`src/rtl/tap_accumulator.sv`:
```
// Accumulation stage around the external 32-bit adder: sums num_taps signed beats, then presents the total.
// Optional build macro TAP_ACC_SAT_EN: saturate the accumulator on signed overflow instead of wrapping.
module tap_accumulator #(
  parameter int DATA_W = 32,
  parameter int TAPS_W = 5
) (
  input  logic              clk,
  input  logic              rst_n,
  input  logic              start,
  input  logic [TAPS_W-1:0] num_taps,
  input  logic              in_valid,
  input  logic [DATA_W-1:0] in_data,
  output logic              in_ready,
  output logic [DATA_W-1:0] add_a,
  output logic [DATA_W-1:0] add_b,
  input  logic [DATA_W-1:0] add_sum,
  output logic              out_valid,
  output logic [DATA_W-1:0] out_data,
  input  logic              out_ready,
  output logic              busy,
  output logic              ovf
);

  typedef enum logic [1:0] {
    IDLE  = 2'd0,
    ACCUM = 2'd1,
    DONE  = 2'd2
  } state_t;

  state_t              state;
  state_t              state_nxt;
  logic [DATA_W-1:0]   acc;
  logic [DATA_W-1:0]   acc_nxt;
  logic [TAPS_W-1:0]   cnt;
  logic [TAPS_W-1:0]   taps;
  logic                ovf_q;
  logic                start_acc;
  logic                fire;
  logic                last_beat;
  logic                beat_ovf;

  assign add_a    = acc;
  assign add_b    = in_data;
  assign out_data = acc;
  assign ovf      = ovf_q;

  assign start_acc = (state == IDLE) && start;
  assign fire      = in_valid && in_ready;
  assign last_beat = (cnt == taps - TAPS_W'(1));

  // Same-sign operands producing a result of the other sign is a two's complement overflow.
  assign beat_ovf = (acc[DATA_W-1] == in_data[DATA_W-1]) &&
                    (add_sum[DATA_W-1] != acc[DATA_W-1]);

`ifdef TAP_ACC_SAT_EN
  always_comb begin
    acc_nxt = add_sum;
    if (beat_ovf) begin
      acc_nxt = acc[DATA_W-1] ? {1'b1, {(DATA_W-1){1'b0}}}
                              : {1'b0, {(DATA_W-1){1'b1}}};
    end
  end
`else
  assign acc_nxt = add_sum;
`endif

  // NOTE: registers are written with <= so every flop samples pre-edge values, independent of block order.
  always_ff @(posedge clk or negedge rst_n) begin
    if (!rst_n) begin
      state <= IDLE;
    end else begin
      state <= state_nxt;
    end
  end

  // NOTE: every output of this block gets a default first, so no path can infer a latch.
  always_comb begin
    state_nxt = state;
    in_ready  = 1'b0;
    out_valid = 1'b0;
    busy      = 1'b1;
    unique case (state)
      IDLE: begin
        busy = 1'b0;
        if (start) begin
          state_nxt = (num_taps == '0) ? DONE : ACCUM;
        end
      end
      ACCUM: begin
        in_ready = 1'b1;
        if (in_valid && last_beat) begin
          state_nxt = DONE;
        end
      end
      DONE: begin
        out_valid = 1'b1;
        if (out_ready) begin
          state_nxt = IDLE;
        end
      end
      default: state_nxt = IDLE;
    endcase
  end

  always_ff @(posedge clk or negedge rst_n) begin
    if (!rst_n) begin
      acc   <= '0;
      cnt   <= '0;
      taps  <= '0;
      ovf_q <= 1'b0;
    end else if (start_acc) begin
      acc   <= '0;
      cnt   <= '0;
      taps  <= num_taps;
      ovf_q <= 1'b0;
    end else if (fire) begin
      acc <= acc_nxt;
      // Hold the count on the final beat so it never passes taps - 1.
      if (!last_beat) begin
        cnt <= cnt + TAPS_W'(1);
      end
      if (beat_ovf) begin
        ovf_q <= 1'b1;
      end
    end
  end

endmodule

```
`config.mk`:
```
export PLATFORM = sky130hd
export DESIGN_NAME = tap_accumulator
export DESIGN_NICKNAME = d
export VERILOG_FILES = /design/src/rtl/tap_accumulator.sv
export SDC_FILE = /design/constraint.sdc
export NUM_CORES = 1
export LEC_CHECK = 0
export ABC_AREA = 1
export BUFFER_PORTS_ARGS = -buffer_cell sky130_fd_sc_hd__buf_2
export CORE_MARGIN = 2
export CORE_UTILIZATION = 25
export CTS_BUF_LIST = sky130_fd_sc_hd__clkbuf_4 sky130_fd_sc_hd__clkbuf_8
export CTS_CLUSTER_DIAMETER = 100
export DETAILED_ROUTE_END_ITERATION = 16
export SKIP_LAST_GASP = 1
export SYNTH_ARGS = -nofsm -noshare
export SYNTH_HDL_FRONTEND = slang
export SYNTH_SLANG_ARGS = --single-unit
```
`constraint.sdc`:
```
create_clock -name clk -period 2.4 [get_ports clk]
set_input_delay 0.48 -clock clk [delete_from_list [all_inputs] [get_ports clk]]
set_output_delay 0.48 -clock clk [all_outputs]
set_load 0.01 [all_outputs]
```
# Word level (Yosys, flattened, before mapping)
# Cells that the tools add are included.
[totals]
regBits = 45
input_bits = 74
out_inout_bits = 100
word_cells = 43
[op_classes]
n_addsub = 2
eq_ne = 9
muxes = 16
n_reduce_logical = 11
[ops]
columns = ["operator", "n"]
rows = [
  ["$mux W32", 2],
  ["$mux W5", 3],
  ["$mux W2", 4],
  ["$ne A2 B2 Y1 const B", 4],
  ["$mux W1", 6],
  ["$pmux W2 S3", 1],
  ["$add A5 B1 Y5 const B", 1],
  ["$eq A5 B5 Y1", 1],
  ["$logic_not A5 Y1", 1],
  ["$sub A5 B1 Y5 const B", 1],
  ["$logic_and A1 B1 Y1", 4],
  ["$reduce_and A2 Y1", 2],
  ["$reduce_bool A2 Y1", 2],
  ["$reduce_and A3 Y1", 1],
  ["$eq A2 B1 Y1 const B", 1],
  ["$eq A2 B2 Y1 const B", 1],
  ["$logic_not A2 Y1", 1],
  ["$eq A1 B1 Y1", 1],
  ["$ne A1 B1 Y1", 1],
]

# Depth between registers and ports, before layout
# Gate-level depths: netlist (run 1).
[depth]
ltp_word = 5
ltp_mapped = 13
depth_no_buf = 13

# Worst setup path after synthesis (run 1)
# OpenSTA, ideal clock, no wires.
[synth_timing]
path_type = "register -> register"
start = "register taps[0]"
end = "register cnt[3]"
setup_ns = 0.116
arrival_ns = 1.376
required_ns = 2.284
slack_ns = 0.908
path_stages_with_launch = 14
n_path_buf = 0
period_less_slack_ns = 1.492
path_cell_list = "dfrtp_1 inv_1 ha_1 inv_1 nand2_1 nand2_1 nor2_1 nand2_1 nor2_2 nand3_2 nand2_4 inv_2 nand2_1 nand2_1"
[synth_between]
elab_chain_cells = 4
[synth_lines]
columns = ["item", "line_no", "text"]
rows = [
  ["start: declaration", "35", "logic [TAPS_W-1:0] taps;"],
  ["start signal: assignment", "114", "taps <= num_taps;"],
  ["$sub A5 B1 Y5", "49", "assign last_beat = (cnt == taps - TAPS_W'(1));"],
  ["$eq A5 B5 Y1", "49", ""],
  ["$ne A2 B2 Y1 (no source line)", "-", ""],
  ["$reduce_and A2 Y1 (no source line)", "-", ""],
  ["end signal: assignment", "120", "cnt <= cnt + TAPS_W'(1);"],
  ["end: declaration", "34", "logic [TAPS_W-1:0] cnt;"],
]
# Every way passes these cells.
# A chain may end at the register's enable or synchronous reset.

# Worst setup path after layout (run 1)
[layout_timing]
start = "register state[1]"
end = "output port in_ready"
[layout_between]
elab_chain_cells = 2
[layout_lines]
columns = ["item", "line_no", "text"]
rows = [
  ["start: declaration", "30", "state_t state;"],
  ["start signal: assignment", "72", "state <= state_nxt;"],
  ["$eq A2 B1 Y1", "82", "unique case (state)"],
  ["$mux W1", "82", ""],
  ["end: declaration", "13", "output logic in_ready,"],
]
# Every way passes these cells.

==> results of run 1 <==
==> report_power, final <==
group	leakage (nW)	internal [mW]	switching, mW
registers	0.583	1.09	0.275
clock network	0.0477	0.240	0.241
logic	1.12	0.729	1.16
==> per-stage QoR <==
step	instance area [um2]	worst slack [ps]
after global placement	2850	816
after global routing	2940	566
final	2940	651
after floorplan	2630	908
after detailed placement	2850	756
after CTS	2940	629
==> state kept, by name, summed over array words and instances, names as in the netlist <==
name / cells
add_a: 32
cnt: 5
state: 2
ovf: 1
taps: 5
==> routing by layer <==
layer  GRT usage, %  vias to the layer above
met5              0                        -
met4           4.45                        0
met3           2.33                       10
met2           17.1                       89
met1           13.3                      994
li1               -                     1082
==> cell usage after synthesis <==
cell type	count
or2_2	1
o22ai_1	1
clkbuf_1	7
xor2_1	3
o21ai_0	5
buf_2	4
dfrtp_1	45
nor3_1	1
nand2_2	1
nor2_2	2
nand3_1	71
ha_1	2
nand2_1	83
buf_4	65
buf_1	2
a21oi_1	3
nor2_4	1
inv_1	19
inv_2	3
nand2_4	1
o21ai_1	2
nor2_1	11
nand3_2	1
==> worst max-delay path, stage by stage (launching register included) <==
cell	delay, ps
dfrtp_1	450
nor2_4	330
buf_2	200
==> final timing paths <==
path                        startpoint        end  slack, ps
max                           state[1]   in_ready        650
min                              rst_n    taps[2]        270
max reg2reg                    taps[0]     cnt[4]        760
min reg2reg                    taps[1]    taps[1]        500
max in group asynchronous        rst_n  add_a[11]       1740
min in group clk           num_taps[4]    taps[4]        410
==> layout make-up <==
class	count	share of cell area, %
multi-input cells	189	29.9
well taps	136	5.79
inverters	22	2.81
repair buffers	116	20.2
flip-flops and latches	45	38.3
clock buffers	7	3.06
==> cell usage in the layout, fill, tap and decap left out, drive strengths merged <==
| cell type | synthesis | final |
|---|---|---|
| buf | 71 | 116 |
| nand2 | 85 | 85 |
| nand3 | 72 | 72 |
| dfrtp | 45 | 45 |
| inv | 22 | 22 |
| nor2 | 14 | 14 |
| clkbuf | 7 | 7 |
| o21ai | 7 | 7 |
| a21oi | 3 | 3 |
| xor2 | 3 | 3 |
| ha | 2 | 2 |
| or2 | 1 | 1 |
| nor3 | 1 | 1 |
| o22ai | 1 | 1 |
==> kinds of logic (layout without fill, tap and decap cells) <==
| group | Yosys count | count (layout) | synth area share, % |
|---|---|---|---|
| XOR/XNOR | 3 | 3 | 1.00 |
| flip-flops | 45 | 45 | 42.8 |
| adder cells (fa/ha/maj) | 2 | 2 | 0.952 |
| AO/OA/AOI/OAI | 11 | 11 | 2.14 |
| AND/OR/NAND/NOR | 173 | 173 | 29.3 |
| buffers and inverters | 100 | 145 | 23.8 |
==> flow_summary.ini, run 1 <==
[outcome]
status = completed

[place]
port_buffers = 111
gp_congestion = 0.797
dp.final_hpwl_um = 4480
dp_cells = 508

[timing]
fin_crit_ps = 1750
finalSetupViolations = 0
rsz0062_at_grt = no
holdWs_ps = 265
worst_pin_slew_ps = 580
timing.fmax_mhz = 572
final_hold_viol_count = 0
fin_crit_sh_pct = 72.9
slew_headroom_pct = 61.3
slew_viol_final = 0
tns_ps = 0
fin_skew_ps = 8.29

[global_routing]
grt_pass1_vias = 1980
grt_start_max_net_pins = 46
grtUsageTotal_pct = 10.5
grt_pass1_wl_um = 9450
overflow = 0
grt_antenna_before_repair = 0

[synthesis]
avgSynthCellArea_um2 = 7.87
ys_seq_elements = 45
synth_area_mm2 = 0.00263
ys_warn_count = 0
ys_seq_area_share_pct = 42.8
synth_nets = 410
postSynthCellCount = 334
synth_cell_type_count = 23
synth.largest_area_cell = dfrtp_1
yosys-top-cells-area = dfrtp_1 (43%), buf_4 (19%), nand3_1 (14%)
synth_top_area_share_pct = 42.8

[critical_path]
critPathLaunchType = register
critPathRequiredTime_ps = 1920
crit_type = register to primary output
path_max_fanout = 13
rr_worst_depth = 13
cp_data_arrival_time_ps = 1270
critPathCaptureType = primary output

[cells_and_area]
drive_gt1_share_pct = 35.1
final_cells = 515
final_nets = 455
final_core_util_pct = 28.6
syn_to_final_growth_pct = 11.9
multiInputGateArea_um2 = 878
fillerInstances = 1127
antenna-diode-count = 0
seqCellArea_mm2 = 0.00113

[floorplan]
boundaryPins = 174
die_h_um = 107
initial_core_util_pct = 25.6
std_cell_rows = 37
dieArea_mm2 = 0.0114
die_w_um = 107
core-area_mm2 = 0.0103

[power]
leakagePower_nw = 1.75
ir_worst_vdd_mv = 0.403
power.density_mw_per_mm2 = 1270
p_total_mw = 3.73

[route]
vias = 2175
drt_iter0_drc = 94
met1_length_um = 2710
wl_per_cell_um = 11.7
wl_met3_um = 423
top_layer = met4
final_antenna_net_count = 0
viasPerCell = 4.22
drc = 0
drt_wl_total_um = 6010
met2_length_um = 2790
first_pass_iters = 4

[clock_network]
cts_hold_buffers = 0
clkSinkCount = 45
cts_htree_levels = 2
clk_latency_ps = 290
cts_resized = 0
cts-root-buf = clkbuf_8
cts_tree = built
clockBufferDepth = 2
post_cts_buffers = 0
cts_made_buffers = 5
clk_pin_slew_worst_paths_ps = 80

[run]
cap_violations = 0

[min_path]
worstHoldPathType = input pin to async pin
Power figures use the tool's default switching activity.
==> inputs of run 2 (changes only) <==
==> constraint.sdc (replaced) <==
create_clock -name clk -period 1.8 [get_ports clk]
set_input_delay 0.36 -clock clk [delete_from_list [all_inputs] [get_ports clk]]
set_output_delay 0.36 -clock clk [all_outputs]
set_load 0.01 [all_outputs]
==> run 2 against run 1 <==
Against the previous run:
- clock power up 33%
- utilization grew 0.63 points
- non-clock buffer count grew 4
- count of clock-buffer cells in the layout decreased by 2
- critical endpoint is now cnt[3]
==> flow_summary.ini, run 2 (same netlist as run 1, synthesis figures left out) <==
[power]
switching_share_pct = 45.5
power.density_mw_per_mm2 = 1690
p_seq_share_pct = 35.8
p_clk_share_pct = 12.6
ir_worst_vdd_mv = 0.452
intPower_mw = 2.77
leakagePower_nw = 1.78
p_sw_mw = 2.32
p_comb_share_pct = 51.6

[floorplan]
dieArea_mm2 = 0.0114
die_h_um = 107
boundaryPins = 174
core-area_mm2 = 0.0103
initial_core_util_pct = 25.6
die_w_um = 107
std_cell_rows = 37

[critical_path]
critPathMaxStageDelay_ps = 390
cp_data_arrival_time_ps = 1830
critPathLaunchType = register
critPathRequiredTime_ps = 1990
crit_top_cell = nand2_1
rr_worst_depth = 13
critPathSlowestCell = dfrtp_1
crit_type = register to register
critPathCaptureType = register
path_cells = inv_2 > ha_4 > inv_1 > nand2_1 > nand2_1 > nor2_1 > nand2_1 > nor2_2 > nand3_2 > nand2_4 > inv_2 > nand2_1 > nand2_1
path_max_fanout = 5

[timing]
rsz0062_at_grt = no
tns_ps = 0
worst_pin_slew_ps = 419
slew_headroom_pct = 72.0
finalSetupViolations = 0
final_hold_viol_count = 0
fin_crit_ps = 1640
timing.fmax_mhz = 611
fin_crit_sh_pct = 91.0
slew_viol_final = 0
fin_skew_ps = 11.1

[route]
viasPerCell = 4.26
first_pass_iters = 6
vias = 2217
final_antenna_net_count = 0
drc = 0
drt_iter0_drc = 116
wl_per_cell_um = 12.0
drt_wl_total_um = 6250

[cells_and_area]
syn_to_final_growth_pct = 14.3
final_common_cell = buf_2
final_cell_mix = buf_2 (111), nand2_1 (83), nand3_1 (71)
drive_gt1_share_pct = 36.4
final_nets = 460
antenna-diode-count = 0
largest_register_ffs = 32
fillerInstances = 1123
final_cells = 521

[place]
dp.final_hpwl_um = 4690
dp_cells = 510
gp_congestion = 0.796
port_buffers = 111

[global_routing]
grt_pass1_wl_um = 9750
grt_pass1_vias = 1986
overflow = 0
grtUsageTotal_pct = 10.8
grt_antenna_before_repair = 0
grt_start_max_net_pins = 33

[clock_network]
cts-root-buf = clkbuf_8
cts_tree = built
clk_pin_slew_worst_paths_ps = 100
clk_latency_ps = 300
clockBufferDepth = 2
clkSinkCount = 45
cts_htree_levels = 2
cts_made_buffers = 5

[min_path]
worstHoldPathType = input pin to register
holdPathStages = 3

[run]
cap_violations = 0

[outcome]
status = completed
## run 2: power by group through the flow
| stage | sequential, mW | clock (mW) | combinational (mW) |
|---|---|---|---|
| after floorplan | 1.94 | 0 | 1.90 |
| after global placement | 1.82 | 0 | 2.57 |
| after detailed placement | 1.84 | 0 | 2.60 |
| after CTS | 1.83 | 0.680 | 2.60 |
| after global routing | 1.89 | 0.721 | 2.99 |
| final | 1.82 | 0.639 | 2.63 |
## run 2: path summary, 6_finish.rpt
kind | startpoint | endpoint | slack [ps]
setup / recovery | taps[0] | cnt[3] | 160
hold / removal | num_taps[3] | taps[3] | 290
setup reg to reg | taps[0] | cnt[3] | 160
hold reg to reg | taps[1] | taps[1] | 490
max in group asynchronous | rst_n | add_a[20] | 750
min in group asynchronous | rst_n | taps[3] | 530
## run 2: stage by stage
stage	area (um2)	hold slack, ps	setup slack, ps	util (%)	total power [mW]
after floorplan	2630	64.4	308	-	3.84
after detailed placement	2880	316	160	28.0	4.44
after global placement	2880	318	228	28.0	4.39
after CTS	2980	269	137	29.0	5.11
final	3010	286	163	29.2	5.08
after global routing	3010	280	3.74	29.2	5.60
## run 2: what timing repair did
| action | in CTS | in global routing |
|---|---|---|
| buffers inserted | 0 | 1 |
| hold buffers | 1 | 0 |
| gates resized for setup | 0 | 2 |
| hold endpoints to repair | 15 | 0 |
| setup endpoints to repair | 0 | 4 |
## run 2: metal layers
metal | global-route usage [%] | vias up | part of all wire, %
met5 | 0 | - | 0
met4 | 4.08 | 0 | 1.2
met3 | 2.02 | 8 | 7.2
met2 | 17.8 | 95 | 47
met1 | 14.0 | 1013 | 44
li1 | - | 1101 | -
## run 2: layout make-up
cell class	instances	area, um2	area share (%)
Timing Repair Buffer	120	638	21.2
Sequential cell	45	1130	37.5
Tap cell	136	170	5.66
Multi-Input combinational cell	190	897	29.9
Inverter	22	82.6	2.75
Clock inverter	3	22.5	0.749
Clock buffer	5	68.8	2.29
## run 2: critical path, delay by kind of cell (launching register included)
family        cells  cell delay [ps]
flops             1              390
buf+inv           3              140
fa+ha+maj         1              260
simple gates      9              720
